### src/rtl/memristor_pulse_seq_pkg.sv
// Shared types for the memristor pulse sequencer: FSM states, operation
// encoding and channel helpers.
package memristor_seq_pkg;

    typedef enum logic [2:0] {
        ST_IDLE,
        ST_SETUP,
        ST_PULSE,
        ST_HOLD,
        ST_GAP
    } state_t;

    typedef enum logic {
        OP_SET  = 1'b0,
        OP_READ = 1'b1
    } op_t;

    localparam logic [1:0] CH_ILLEGAL = 2'd3;

    // One-hot channel select; the illegal channel maps to no channel at all.
    function automatic logic [2:0] ch_onehot(input logic [1:0] ch);
        case (ch)
            2'd0:    ch_onehot = 3'b001;
            2'd1:    ch_onehot = 3'b010;
            2'd2:    ch_onehot = 3'b100;
            default: ch_onehot = 3'b000;
        endcase
    endfunction

endpackage

### src/rtl/memristor_pulse_seq_timer.sv
// Loadable down-counter timing every SETUP/PULSE/HOLD/GAP phase; o_zero marks
// the last cycle of the phase currently loaded.
module memristor_seq_timer #(
    parameter int CW = 8
) (
    input  logic          i_clk,
    input  logic          i_rst,
    input  logic          i_load,
    input  logic [CW-1:0] i_value,
    output logic          o_zero
);

    logic [CW-1:0] r_cnt;

    // NOTE: sequential state is written with <= so every flop samples pre-edge values.
    always_ff @(posedge i_clk) begin
        if (i_rst) begin
            r_cnt <= '0;
        end else if (i_load) begin
            r_cnt <= i_value;
        end else if (r_cnt != '0) begin
            r_cnt <= r_cnt - 1'b1;
        end
    end

    assign o_zero = (r_cnt == '0);

endmodule

### src/rtl/memristor_pulse_seq.sv
// Command-driven SET/READ pulse-train sequencer for the three memristor
// channels' SEL/DIGITALIN inputs. All outputs are registered.
module memristor_pulse_seq
    import memristor_seq_pkg::*;
#(
    parameter int CW        = 8,
    parameter int SETUP_CYC = 2,
    parameter int HOLD_CYC  = 2
) (
    input  logic          wb_clk_i,
    input  logic          wb_rst_i,
    input  logic          cmd_valid,
    output logic          cmd_ready,
    input  logic [1:0]    cmd_ch,
    input  logic          cmd_op,
    input  logic [CW-1:0] cmd_width,
    input  logic [CW-1:0] cmd_count,
    input  logic [CW-1:0] cmd_gap,
    input  logic          abort,
    output logic [2:0]    sel,
    output logic [2:0]    din,
    output logic          busy,
    output logic          done,
    output logic          err,
    output logic [CW-1:0] pulses_done
);

    localparam logic [CW-1:0] SETUP_LOAD = CW'(SETUP_CYC - 1);
    localparam logic [CW-1:0] HOLD_LOAD  = CW'(HOLD_CYC - 1);

    state_t        r_state;
    op_t           r_op;
    logic [1:0]    r_ch;
    logic [CW-1:0] r_width;
    logic [CW-1:0] r_count;
    logic [CW-1:0] r_gap;
    logic [CW-1:0] r_pulses_done;
    logic          r_cmd_ready;
    logic [2:0]    r_sel;
    logic [2:0]    r_din;
    logic          r_busy;
    logic          r_done;
    logic          r_err;

    state_t        w_state_nxt;
    logic          w_accept;
    logic          w_finish;
    logic          w_finish_err;
    logic          w_pulse_inc;
    logic          w_load;
    logic [CW-1:0] w_load_val;
    logic          w_zero;
    op_t           w_op_eff;
    logic [2:0]    w_ch_hot;
    logic [2:0]    w_sel_nxt;
    logic [2:0]    w_din_nxt;

    memristor_seq_timer #(.CW(CW)) u_timer (
        .i_clk   (wb_clk_i),
        .i_rst   (wb_rst_i),
        .i_load  (w_load),
        .i_value (w_load_val),
        .o_zero  (w_zero)
    );

    // NOTE: every always_comb output gets a default first, so no path can infer a latch.
    always_comb begin
        w_state_nxt  = r_state;
        w_accept     = 1'b0;
        w_finish     = 1'b0;
        w_finish_err = 1'b0;
        w_pulse_inc  = 1'b0;
        w_load       = 1'b0;
        w_load_val   = '0;
        unique case (r_state)
            ST_IDLE: begin
                if (cmd_valid && r_cmd_ready) begin
                    w_accept = 1'b1;
                    if (cmd_ch == CH_ILLEGAL) begin
                        w_finish     = 1'b1;
                        w_finish_err = 1'b1;
                    end else if (cmd_count == '0) begin
                        w_finish = 1'b1;
                    end else begin
                        w_state_nxt = ST_SETUP;
                        w_load      = 1'b1;
                        w_load_val  = SETUP_LOAD;
                    end
                end
            end
            ST_SETUP: begin
                if (w_zero) begin
                    w_state_nxt = ST_PULSE;
                    w_load      = 1'b1;
                    w_load_val  = (r_width == '0) ? '0 : r_width - 1'b1;
                end
            end
            ST_PULSE: begin
                if (w_zero) begin
                    w_state_nxt = ST_HOLD;
                    w_load      = 1'b1;
                    w_load_val  = HOLD_LOAD;
                    w_pulse_inc = 1'b1;
                end
            end
            ST_HOLD: begin
                // The pulse counter already includes the pulse just finished.
                if (w_zero) begin
                    if (r_pulses_done == r_count) begin
                        w_state_nxt = ST_IDLE;
                        w_finish    = 1'b1;
                    end else if (r_gap != '0) begin
                        w_state_nxt = ST_GAP;
                        w_load      = 1'b1;
                        w_load_val  = r_gap - 1'b1;
                    end else begin
                        w_state_nxt = ST_SETUP;
                        w_load      = 1'b1;
                        w_load_val  = SETUP_LOAD;
                    end
                end
            end
            ST_GAP: begin
                if (w_zero) begin
                    w_state_nxt = ST_SETUP;
                    w_load      = 1'b1;
                    w_load_val  = SETUP_LOAD;
                end
            end
            default: w_state_nxt = ST_IDLE;
        endcase

        if (abort && (r_state != ST_IDLE)) begin
            w_state_nxt  = ST_IDLE;
            w_finish     = 1'b1;
            w_finish_err = 1'b1;
            w_pulse_inc  = 1'b0;
            w_load       = 1'b0;
        end
    end

    // Outputs are decoded from the upcoming state so they register in step with it.
    assign w_op_eff  = w_accept ? op_t'(cmd_op) : r_op;
    assign w_ch_hot  = ch_onehot(w_accept ? cmd_ch : r_ch);
    assign w_sel_nxt = ((w_op_eff == OP_SET) &&
                        ((w_state_nxt == ST_SETUP) || (w_state_nxt == ST_PULSE) ||
                         (w_state_nxt == ST_HOLD))) ? w_ch_hot : 3'b000;
    assign w_din_nxt = (w_state_nxt == ST_PULSE) ? w_ch_hot : 3'b000;

    always_ff @(posedge wb_clk_i) begin
        if (wb_rst_i) begin
            r_state       <= ST_IDLE;
            r_op          <= OP_SET;
            r_ch          <= '0;
            r_width       <= '0;
            r_count       <= '0;
            r_gap         <= '0;
            r_pulses_done <= '0;
            r_cmd_ready   <= 1'b1;
            r_sel         <= '0;
            r_din         <= '0;
            r_busy        <= 1'b0;
            r_done        <= 1'b0;
            r_err         <= 1'b0;
        end else begin
            r_state     <= w_state_nxt;
            r_cmd_ready <= (w_state_nxt == ST_IDLE);
            r_busy      <= (w_state_nxt != ST_IDLE);
            r_sel       <= w_sel_nxt;
            r_din       <= w_din_nxt;
            r_done      <= w_finish;
            r_err       <= w_finish_err;
            if (w_accept) begin
                r_op          <= op_t'(cmd_op);
                r_ch          <= cmd_ch;
                r_width       <= cmd_width;
                r_count       <= cmd_count;
                r_gap         <= cmd_gap;
                r_pulses_done <= '0;
            end else if (w_pulse_inc) begin
                r_pulses_done <= r_pulses_done + 1'b1;
            end
        end
    end

    assign cmd_ready   = r_cmd_ready;
    assign sel         = r_sel;
    assign din         = r_din;
    assign busy        = r_busy;
    assign done        = r_done;
    assign err         = r_err;
    assign pulses_done = r_pulses_done;

endmodule
### config.mk
export PLATFORM = sky130hd
export DESIGN_NAME = memristor_pulse_seq
export DESIGN_NICKNAME = d
export VERILOG_FILES = /design/src/rtl/memristor_pulse_seq_pkg.sv /design/src/rtl/memristor_pulse_seq_timer.sv /design/src/rtl/memristor_pulse_seq.sv
export SDC_FILE = /design/constraint.sdc
export NUM_CORES = 1
export LEC_CHECK = 0
export BUFFER_PORTS_ARGS = -buffer_cell sky130_fd_sc_hd__buf_2
export CORE_ASPECT_RATIO = 1.25
export CORE_UTILIZATION = 60
export DETAILED_ROUTE_END_ITERATION = 10
export PLACE_DENSITY = 0.93
export SETUP_SLACK_MARGIN = 0.5
export SYNTH_ARGS = -nofsm -noshare
export SYNTH_HDL_FRONTEND = slang
export SYNTH_SLANG_ARGS = --single-unit
### constraint.sdc
create_clock -name wb_clk_i -period 6.5 [get_ports wb_clk_i]
set_input_delay 0.65 -clock wb_clk_i [delete_from_list [all_inputs] [get_ports wb_clk_i]]
set_output_delay 0.65 -clock wb_clk_i [all_outputs]
set_load 0.01 [all_outputs]
[Word level (Yosys, flattened, before mapping)]
Cells that the tools add are included.
Word-level totals
  bits in registers: 56
  bits of input ports: 31
  output and inout bits: 18
  word-level logic and storage cells: 102
Operators by class
  add/subtract/negate cells: 4
  equality and inequality tests: 11
  mux-type cells: 49
  bitwise gates (word level): 3
  reductions and logical operators: 21
Operators by type and width (number)
  $mux W8: 7
  $pmux W8 S4: 1
  $mux W3: 10
  $mux W1: 26
  $logic_not A8 Y1: 3
  $sub A8 B1 Y8 const B: 3
  $reduce_bool A8 Y1: 2
  $pmux W3 S5: 1
  $eq A3 B2 Y1 const B: 4
  $pmux W3 S3: 1
  $add A8 B1 Y8 const B: 1
  $eq A8 B8 Y1: 1
  $reduce_or A2 Y1: 4
  $eq A3 B1 Y1 const B: 2
  $logic_not A3 Y1: 2
  $reduce_bool A3 Y1: 2
  $eq A2 B2 Y1 const B: 2
  $eq A3 B3 Y1 const B: 1
  $logic_and A1 B1 Y1: 3
  $not A1 Y1: 3
  $pmux W1 S3: 1
  $reduce_or A3 Y1: 1
  $eq A2 B1 Y1 const B: 1
  $logic_not A2 Y1: 1
  4 further kinds: 5

[Logic depth before layout (Yosys ltp)]
  depth in word-level cells: 12
  mapped depth: 9
  gate-level depth less buffers: 8

[Cells and area by module]
A second synthesis with hierarchy kept.
Unflattened totals
  cells, all modules: 348
  area, all modules: 2901.5 µm²
Modules (own cells, without submodules)
  memristor_pulse_seq: times used 1, cells an instance 295, area each 2426.1 µm², seq. area each 960.9 µm²
  memristor_seq_timer: times used 1, cells an instance 53, area each 475.5 µm², seq. area each 160.2 µm²

[Worst setup path after synthesis]
Ideal clock, no wire load.
  kind: flip-flop to flip-flop
  start point: register u_timer.r_cnt[0]
  end point: register u_timer.r_cnt[0]
  setup time: 0.128 ns
  arrival: 2.054 ns
  data required time: 6.372 ns
  slack: 4.318 ns
  cell stages (with the launch flop): 10
  path buffers: 1
  period minus slack after synthesis: 2.182 ns
  cell sequence: dfxtp_1 -> inv_1 -> ha_1 -> or4b_1 -> nor2_2 -> o311ai_0 -> a31o_2 -> buf_2 -> mux2i_1 -> nor2_1
On the way
  cells in the longest elaborated chain, start to end: 5
  elaborated cells on any way between the ends: 14
  classes of those cells: add/sub: 1; mux: 10; reduce/logical: 3
Ends and longest elaborated chain
  start, declared: RTL line memristor_pulse_seq_timer.sv:13  | logic [CW-1:0] r_cnt;
  start signal, assigned: RTL line memristor_pulse_seq_timer.sv:20  | r_cnt <= i_value;
  start signal, assigned: RTL line memristor_pulse_seq_timer.sv:22  | r_cnt <= r_cnt - 1'b1;
  branches (longest 5 deep; another with $sub A8 B1 Y8)
Parallel ways; which one is timed is not known. The select of a mux whose other input is x is not followed.
A chain may end at the register's enable or synchronous reset.

[Worst setup path in the final report]
  start point: register r_state[2]
  end point: register u_timer.r_cnt[4]
On the way
  cells in the longest elaborated chain, start to end: 5
  elaborated cells on any way between the ends: 14
  classes of those cells: eq/ne: 4; mux: 4; reduce/logical: 6
Ends and longest elaborated chain
  start, declared: RTL line memristor_pulse_seq.sv:31  | state_t r_state;
  start signal, assigned: RTL line memristor_pulse_seq.sv:166  | r_state <= w_state_nxt;
  $eq A3 B3 Y1 (tied with other cells): RTL line memristor_pulse_seq.sv:75  | unique case (r_state)
  $reduce_or A3 Y1 (no line)
  $pmux W1 S3: RTL line memristor_pulse_seq.sv:75
  $mux W1: RTL line memristor_pulse_seq.sv:133  | if (abort && (r_state != ST_IDLE)) begin
  $mux W8 / $reduce_bool A2 Y1 (equally long branches)
Parallel ways exist; a longest one is shown, timed or not.

==> metrics.txt <==
status finished, final reports clean; type of the most critical hold path register to register; via/cell ratio 5.71; clock sinks 56; # hold bufs at CTS 0; area taken by multi-input logic gates 1600 sq um; die area slightly below 5000 sq um; Post-synth EDFFs 0; GRT overflow 0; startpoint types register; Core ar. 4460 sq um; Initial Util 0.631; largest net degree at the start of global routing a little over 40; CP max FO 34; clk buf depth 2; fraction of layout cells with a size suffix above 1 0.174; Area contributors post-synth dfxtp_1, nand2_1, a21oi_1; Peak VDD IR 0.193 mV; Yosys cell types 47; all-layer global routing usage 0.261; PD cells 358 nW/um^2; via count of the first global-routing pass 2400; register area between 1000 and 1500 sq um; cell accounting for the most synthesized area dfxtp_1; routed len/inst ~14 microns; first-pass GRT wire length 10.3 mm; Yosys Warn Count 0; Slew headroom 0.233; Total Power 1140 uW; post-cts gate resize count 0; most frequent cells in the layout nand2_1, dfxtp_1, buf_2, a21oi_1, nor2_1; Fmax 0.339 GHz; Syn Std Cell Area approximately 2800 sq um; Max Cap Viol 0; Cells after Synth 343; Reg2Reg Depth 6; period utilization 0.454; Root Driver clkbuf_8; final slew viol count 0; sequential cell area fraction in the yosys report 0.398; Worst Path Required 6.66 ns; setup TNS 0 ns; Routed Antenna Nets 0; area share of the largest cell type after synthesis 0.398; Fin Hold WS between 0.4 and 0.5 ns; die height 78.6 microns; initial antenna violation count 0; final hold violation count 0; FF-to-FF setup slack 3.55 ns; final wirelength ~6.0 mm; HPWL after DPL 4.67 mm; #FFs+latches synth 56; Num CTS Buffers 5; diode count 0; Final Wtd Congestion 0.862; Final Net Count 422; Tmin final 2.95 ns; Die Wd 63.3 microns; violation count after the first detailed-routing iteration 130; CP endpoint kind register; setup ws final 3.55 ns; Clock Pin Slew Worst Setup and Hold Paths 0.10 ns; # DRC 0; worst skew pair latency 0.31 ns; FP Rows 27; pre-CTS setup slack about 3.5 ns; Fill cells 367; most common cell after layout, fill and taps aside nand2_1; H-tree depth 2; critical path class register to register; final setup violation count 0; dominant synthesized flop cell dfxtp_1; drt first pass iters 4; asr flop ratio synth 0; via count 2529; Setup Buffers After CTS 0; clk_skew 0.0109 ns; worst slew pin tran 1.15 ns; Layout area overhead 13.1%; Ports 49; Port Buffer Count 48; WHS Path Cells 2; Synth Net Count 381; Mean Syn Cell Area 8.21 sq um; Leakage roughly 0.0013 uW; Critical Path AT approximately 3.1 ns; RSZ-0062 raised after global routing false; CTS tree built
==> Yosys cell counts (all sizes together) (2+ instances only) <==
master,number
nand2,62
dfxtp,56
a21oi,36
nor2,31
xnor2,20
nor3,15
clkbuf,10
inv,10
xor2,9
o21ai,8
o32ai,8
ha,7
nand4,6
a211oi,5
mux2i,5
nand3,5
nor4,5
a31oi,4
buf,4
nor3b,4
or2,4
or3,4
and3,3
nor4b,3
nor2b,2
==> layout make-up <==
class / count / area share
Clock buffer: 6 / 0.0228
Clock inverter: 2 / 0.0122
Inverter: 10 / 0.0118
Multi-Input combinational cell: 263 / 0.503
Sequential cell: 56 / 0.352
Tap cell: 58 / 0.0228
Timing Repair Buffer: 48 / 0.0754
==> metal layers <==
layer | track usage | vias to the layer above | wire length (microns)
met5 | 0 | - | 0
met4 | 0.123 | 0 | 157
met3 | 0.0451 | 16 | 239
met2 | 0.452 | 75 | 3010
met1 | 0.311 | 1155 | 2640
li1 | - | 1283 | -
==> cells by family (layout without fill, tap and decap cells) <==
group	count (synthesis)	in the layout	share of synthesized area
AO/OA/AOI/OAI	72	72	0.160
XOR/XNOR	29	29	0.0902
adder cells (fa/ha/maj)	8	8	0.0347
buffers and inverters	24	66	0.0329
flip-flops	56	56	0.398
multiplexers	5	5	0.0178
AND/OR/NAND/NOR	149	149	0.266
==> stage by stage <==
| stage | utilization | instance area (sq um) | cells |
|---|---|---|---|
| floorplan | - | 2820 | 343 |
| global placement | 0.689 | 3070 | 435 |
| detailed placement | 0.689 | 3070 | 435 |
| CTS | 0.714 | 3180 | 443 |
| global route | 0.714 | 3180 | 443 |
| finish | 0.714 | 3180 | 443 |
==> state kept, by name, indices dropped and copies added, names as in the netlist <==
signal,count
r_count,8
u_timer.r_cnt,8
cmd_ready,1
done,1
pulses_done,8
r_ch,2
din,3
r_width,8
busy,1
r_gap,8
sel,3
r_state,3
r_op,1
err,1
==> path summary, 6_finish.rpt <==
check	start	end
worst max-delay path	r_state[2]	u_timer.r_cnt[4]
worst min-delay path	r_count[2]	r_count[2]
worst max register to register	r_state[2]	u_timer.r_cnt[4]
worst min register to register	r_count[2]	r_count[2]
==> critical path: stages, from the launching register on <==
cell      delay, ns
dfxtp_1        0.43
nor3_1         0.29
nand3_1        0.83
or2_2          0.65
a31o_2         0.36
nor2_1         0.16
a211oi_1       0.07
==> power breakdown <==
group	internal (uW)	switching, uW
Combinational	196	262
Clock	116	110
Sequential	398	57.8
(Power assumes the default switching activity.)
